$ cat config.mk
export PLATFORM = sky130hd
export DESIGN_NAME = reaction_timer
export DESIGN_NICKNAME = d
export VERILOG_FILES = /design/src/rtl/reaction_timer.sv
export SDC_FILE = /design/constraint.sdc
export NUM_CORES = 1
export LEC_CHECK = 0
export BUFFER_PORTS_ARGS = -buffer_cell sky130_fd_sc_hd__buf_2
export CORE_MARGIN = 4
export CORE_UTILIZATION = 40
export DETAILED_ROUTE_END_ITERATION = 6
export GPL_ROUTABILITY_DRIVEN = 0
export PLACE_DENSITY = 0.63
export SLEW_MARGIN = 15
export SYNTH_ARGS = -nofsm -noshare
export SYNTH_HDL_FRONTEND = slang
export SYNTH_SLANG_ARGS = --single-unit
$ cat constraint.sdc
create_clock -name clk -period 3.1 [get_ports clk]
set_clock_uncertainty 0.15 [all_clocks]
set_input_delay 0.155 -clock clk [delete_from_list [all_inputs] [get_ports clk]]
set_output_delay 0.155 -clock clk [all_outputs]
set_load 0.01 [all_outputs]
$ cat src/rtl/reaction_timer.sv
// reaction_timer: measures ms from stimulus onset to the first synchronized button press,
// flagging false starts and timeouts; the verdict is held until start drops.
module reaction_timer #(
  parameter int TICK_DIV = 25000,
  parameter int MAX_MS = 9999,
  parameter int MS_W = 14
) (
  input  logic            clk,
  input  logic            rst_n,
  input  logic            start,
  input  logic            stimulus,
  input  logic            button,
  output logic            led_on,
  output logic            busy,
  output logic [MS_W-1:0] result_ms,
  output logic            result_valid,
  output logic            false_start,
  output logic            timeout
);
  localparam int PW = TICK_DIV > 1 ? $clog2(TICK_DIV) : 1;
  localparam logic [PW-1:0] PRE_TOP = PW'(TICK_DIV - 1);
  localparam logic [MS_W-1:0] MS_TOP = MS_W'(MAX_MS);
  typedef enum logic [2:0] {IDLE, WAIT_STIM, TIMING, RESULT, FALSE_START, TIMEOUT} state_t;
  state_t state, next;
  logic [2:0] sync;
  logic [PW-1:0] pre;
  logic [MS_W-1:0] ms;
  logic press, tick;
  // sync[2] is the previous synchronized level, so a button held through trial entry never counts
  assign press = sync[1] & ~sync[2];
  assign tick = pre == PRE_TOP;
  always_ff @(posedge clk or negedge rst_n)
    if (!rst_n) begin
      state <= IDLE;
      sync <= '0;
      pre <= '0;
      ms <= '0;
      {result_ms, result_valid, false_start, timeout} <= '0;
    end else begin
      state <= next;
      sync <= {sync[1:0], button};
      pre <= state == TIMING && !tick ? pre + 1'b1 : '0;
      ms <= state == TIMING ? ms + MS_W'(tick) : '0;
      if (state == IDLE && next == WAIT_STIM) {result_ms, result_valid, false_start, timeout} <= '0;
      if (state == WAIT_STIM && next == FALSE_START) false_start <= 1'b1;
      if (state == TIMING && next == RESULT) begin
        result_ms <= ms;
        result_valid <= 1'b1;
      end
      if (state == TIMING && next == TIMEOUT) begin
        result_ms <= MS_TOP;
        timeout <= 1'b1;
      end
    end
  // press outranks both stimulus arrival and the final timeout tick
  always_comb begin
    next = state;
    case (state)
      IDLE:      next = start ? WAIT_STIM : IDLE;
      WAIT_STIM: next = !start ? IDLE : press ? FALSE_START : stimulus ? TIMING : WAIT_STIM;
      TIMING:    next = !start ? IDLE : press ? RESULT : tick && ms == MS_TOP - 1'b1 ? TIMEOUT : TIMING;
      default:   next = start ? state : IDLE;
    endcase
  end
  always_comb begin
    led_on = state == TIMING;
    busy = state == WAIT_STIM || state == TIMING;
  end
endmodule

==> flow_metrics.tcl <==
set metrics [dict create \
    cpMostUsedCell "ha_1" \
    synthAdderAreaFrac_pct 1.49 \
    synth_top_area_share_pct 51.7 \
    io_pins 24 \
    hpwl_microns 3700 \
    max_freq_ghz 0.352 \
    critPathLaunchType "flop" \
    setup_tns_ps 0 \
    area_delta_synth_final_pct 12.0 \
    synth_edf_count 0 \
    critPathTopFamily "simple AND/OR/NAND/NOR gates" \
    synthArstFlopShare_pct 100 \
    postCtsSetupRepairBufs 0 \
    dr.pass1.iters 4 \
    wl_per_cell_microns 14.4 \
    cp_max_fo 6 \
    p_comb_share_pct 7.6 \
    holdCritPathClass "in -> reg" \
    drc 0 \
    synth-simple-area-share_pct 24.3 \
    synth_compound_area_share_pct 11.2 \
    ys_types 39 \
    worst_path_max_delay_cell "or4_4" \
    antenna_found_initial 0 \
    crit_path_end_kind "flop" \
    switching_share_pct 25.3 \
    numCtsBuffers 5 \
    synth.top_cells.by_area "dfrtp_1, xnor2_1, nor2_1" \
    ys_top_cells_by_count "dfrtp_1, nor2_1, xnor2_1" \
    cts.sinks 52 \
    cts_buffer_depth 2 \
    postRouteAntennaNets 0 \
    pwr-share-seq_pct 59.3 \
    viasPerCell 5.40 \
    cts-root-buf "clkbuf_8" \
    p_int_uw 880 \
    cts_tree "yes" \
    period_minus_slack_ps 2840 \
    drtIter0Drc 114 \
    finalMaxSlewViolations 0 \
    synth-main-ff-cell "dfrtp_1" \
    drive_above_1_share_pct 13.0 \
    num_antenna_cells 0 \
    clk_latency_ps 310 \
    cp-startpoint "pre[4]" \
    grt_max_degree 30 \
    die_h_microns 87.3 \
    status "completed" \
    synth_top_family_by_area "simple AND/OR/NAND/NOR gates" \
    switchingPower_uw 298 \
    syn_inst 259 \
    synth_warnings 0 \
    grt_pass1_vias 1925 \
    crit_type "reg -> reg" \
    muxShareOfSynthArea_pct 0 \
    cp_num_buf_inv 1 \
    vias 1944 \
    cap_violations 0 \
    rsz0062_at_grt "false" \
    dieArea_sq_um 7620 \
    nFillCells 590 \
    syn_area_sq_um 2510 \
    power.density_nw_per_um2 418 \
    synthesis.nets 267 \
    clk_pin_slew_ps 90 \
    die_w_microns 87.3 \
    rows 28 \
    grt_pass1_wl_microns 9270 \
    finalSetupViolations 0 \
    synth-seq-cells 52 \
    post-route-period-util_pct 91.7 \
    fin_nets 292 \
    start_util_pct 41.7 \
    slowest_delay_ps 560 \
    crit_arrival_ps 2920 \
    grt_use_total_pct 15.4 \
    timing.slew.headroom_pct 62.3 \
    pwr-share-clk_pct 33.1 \
    p_leak_nw 1.18 \
    worst-endpoint-required_ps 3170 \
    worstMarginPinSlew_ps 557 \
    synth_most_common_cell "dfrtp_1" \
    avgSynthCellArea_sq_um 9.71 \
    core_sq_um 6030 \
    timing.hold.ws_ps 40.2 \
    peakVddDrop_mv 0.197 \
    r2r_start "pre[4]" \
    crit_chain "or4_1, or4_4, inv_1, ha_1, ha_1, nand3_1, or3_1, a21oi_1" \
    hold_violations 0 \
    grt_overflow 0 \
    routed_wl_microns 5180 \
    cts_htree_levels 2 \
    synthXorXnorAreaFrac_pct 8.01 \
    synth_top_area_cell "dfrtp_1" \
    min_from "stimulus" \
    numPortBuffers 23 \
    yosysSeqAreaShare_pct 51.7 \
]
## metrics by stage
stage          area (sq um)  total power, mW  setup slack, ps  utilization [%]  instances
2_1_floorplan          2510            0.763              417                -        259
3_3_place_gp           2700            0.799              322             44.7        349
3_5_place_dp           2700            0.801              263             44.7        349
4_1_cts                2820             1.20              249             46.8        360
5_1_grt                2820             1.24             91.8             46.8        360
6_report               2820             1.18              258             46.8        360
## final timing paths
path | endpoint | slack [ps] | depth (start not counted)
max | ms[8] | 260 | 8
min | state[0] | 40 | 4
max reg2reg | ms[8] | 260 | 8
min reg2reg | sync[1] | 210 | 0
max in group asynchronous | pre[10] | 1810 | 3
min in group asynchronous | result_ms[7] | 210 | 2
## state kept, by name, summed over array words and instances (netlist names)
| name | flops |
|---|---|
| pre | 15 |
| ms | 14 |
| timeout | 1 |
| result_valid | 1 |
| result_ms | 14 |
| false_start | 1 |
| state | 3 |
| sync | 3 |
## repair_timing
item | in CTS | in global routing
endpoints found under the setup margin | 0 | 0
hold buffers | 3 | 0
gates resized for setup | 0 | 0
hold endpoints to repair | 26 | 0
## layout make-up
class	instances	area, sq um	area share [%]
Sequential cell	52	1300	46.2
Multi-Input combinational cell	188	1130	40.2
Tap cell	75	93.8	3.33
Clock inverter	3	22.5	0.799
Inverter	8	30.0	1.07
Timing Repair Buffer	29	168	5.95
Clock buffer	5	68.8	2.44
## layer usage
metal	track usage, %	wire length [microns]	up-vias
met2	23.3	2290	38
met1	22.2	2640	938
met4	5.02	74	0
li1	-	-	964
met5	0	0	-
met3	3.12	171	4
## tightest hold or removal path, stage by stage
cell and delay, ps:
buf_2 90, o21ai_0 80, o211ai_1 100, a31oi_1 40
## power groups by stage
stage / combinational [mW] / clock, mW / sequential (mW)
6_report: 0.0893 / 0.390 / 0.699
5_1_grt: 0.103 / 0.435 / 0.702
4_1_cts: 0.0914 / 0.405 / 0.699
3_5_place_dp: 0.0886 / 0 / 0.712
3_3_place_gp: 0.0869 / 0 / 0.712
2_1_floorplan: 0.0520 / 0 / 0.711
## cell families after synthesis
kind of cell | Yosys count
flops | 52
buf+inv | 19
compound gates | 45
fa+ha+maj | 3
simple gates | 117
xor+xnor | 23
## layout by cell type (no fill, tap or decap), types with 2 or more instances in the layout
cell type,n
a21oi_1,12
a22oi_1,6
and2_1,9
and3_1,4
buf_2,23
buf_4,3
clkbuf_8,5
dfrtp_1,52
dlygate4sd3_1,3
ha_1,3
inv_1,8
nand2_1,12
nand3_1,17
nand4_1,6
nand4b_1,2
nor2_1,37
nor2b_1,2
nor3_1,9
nor3b_1,2
nor4_1,4
nor4b_1,2
o21a_1,2
o21ai_0,12
o22ai_1,8
or3_1,3
xnor2_1,19
xor2_1,4
(Power assumes the default switching activity.)
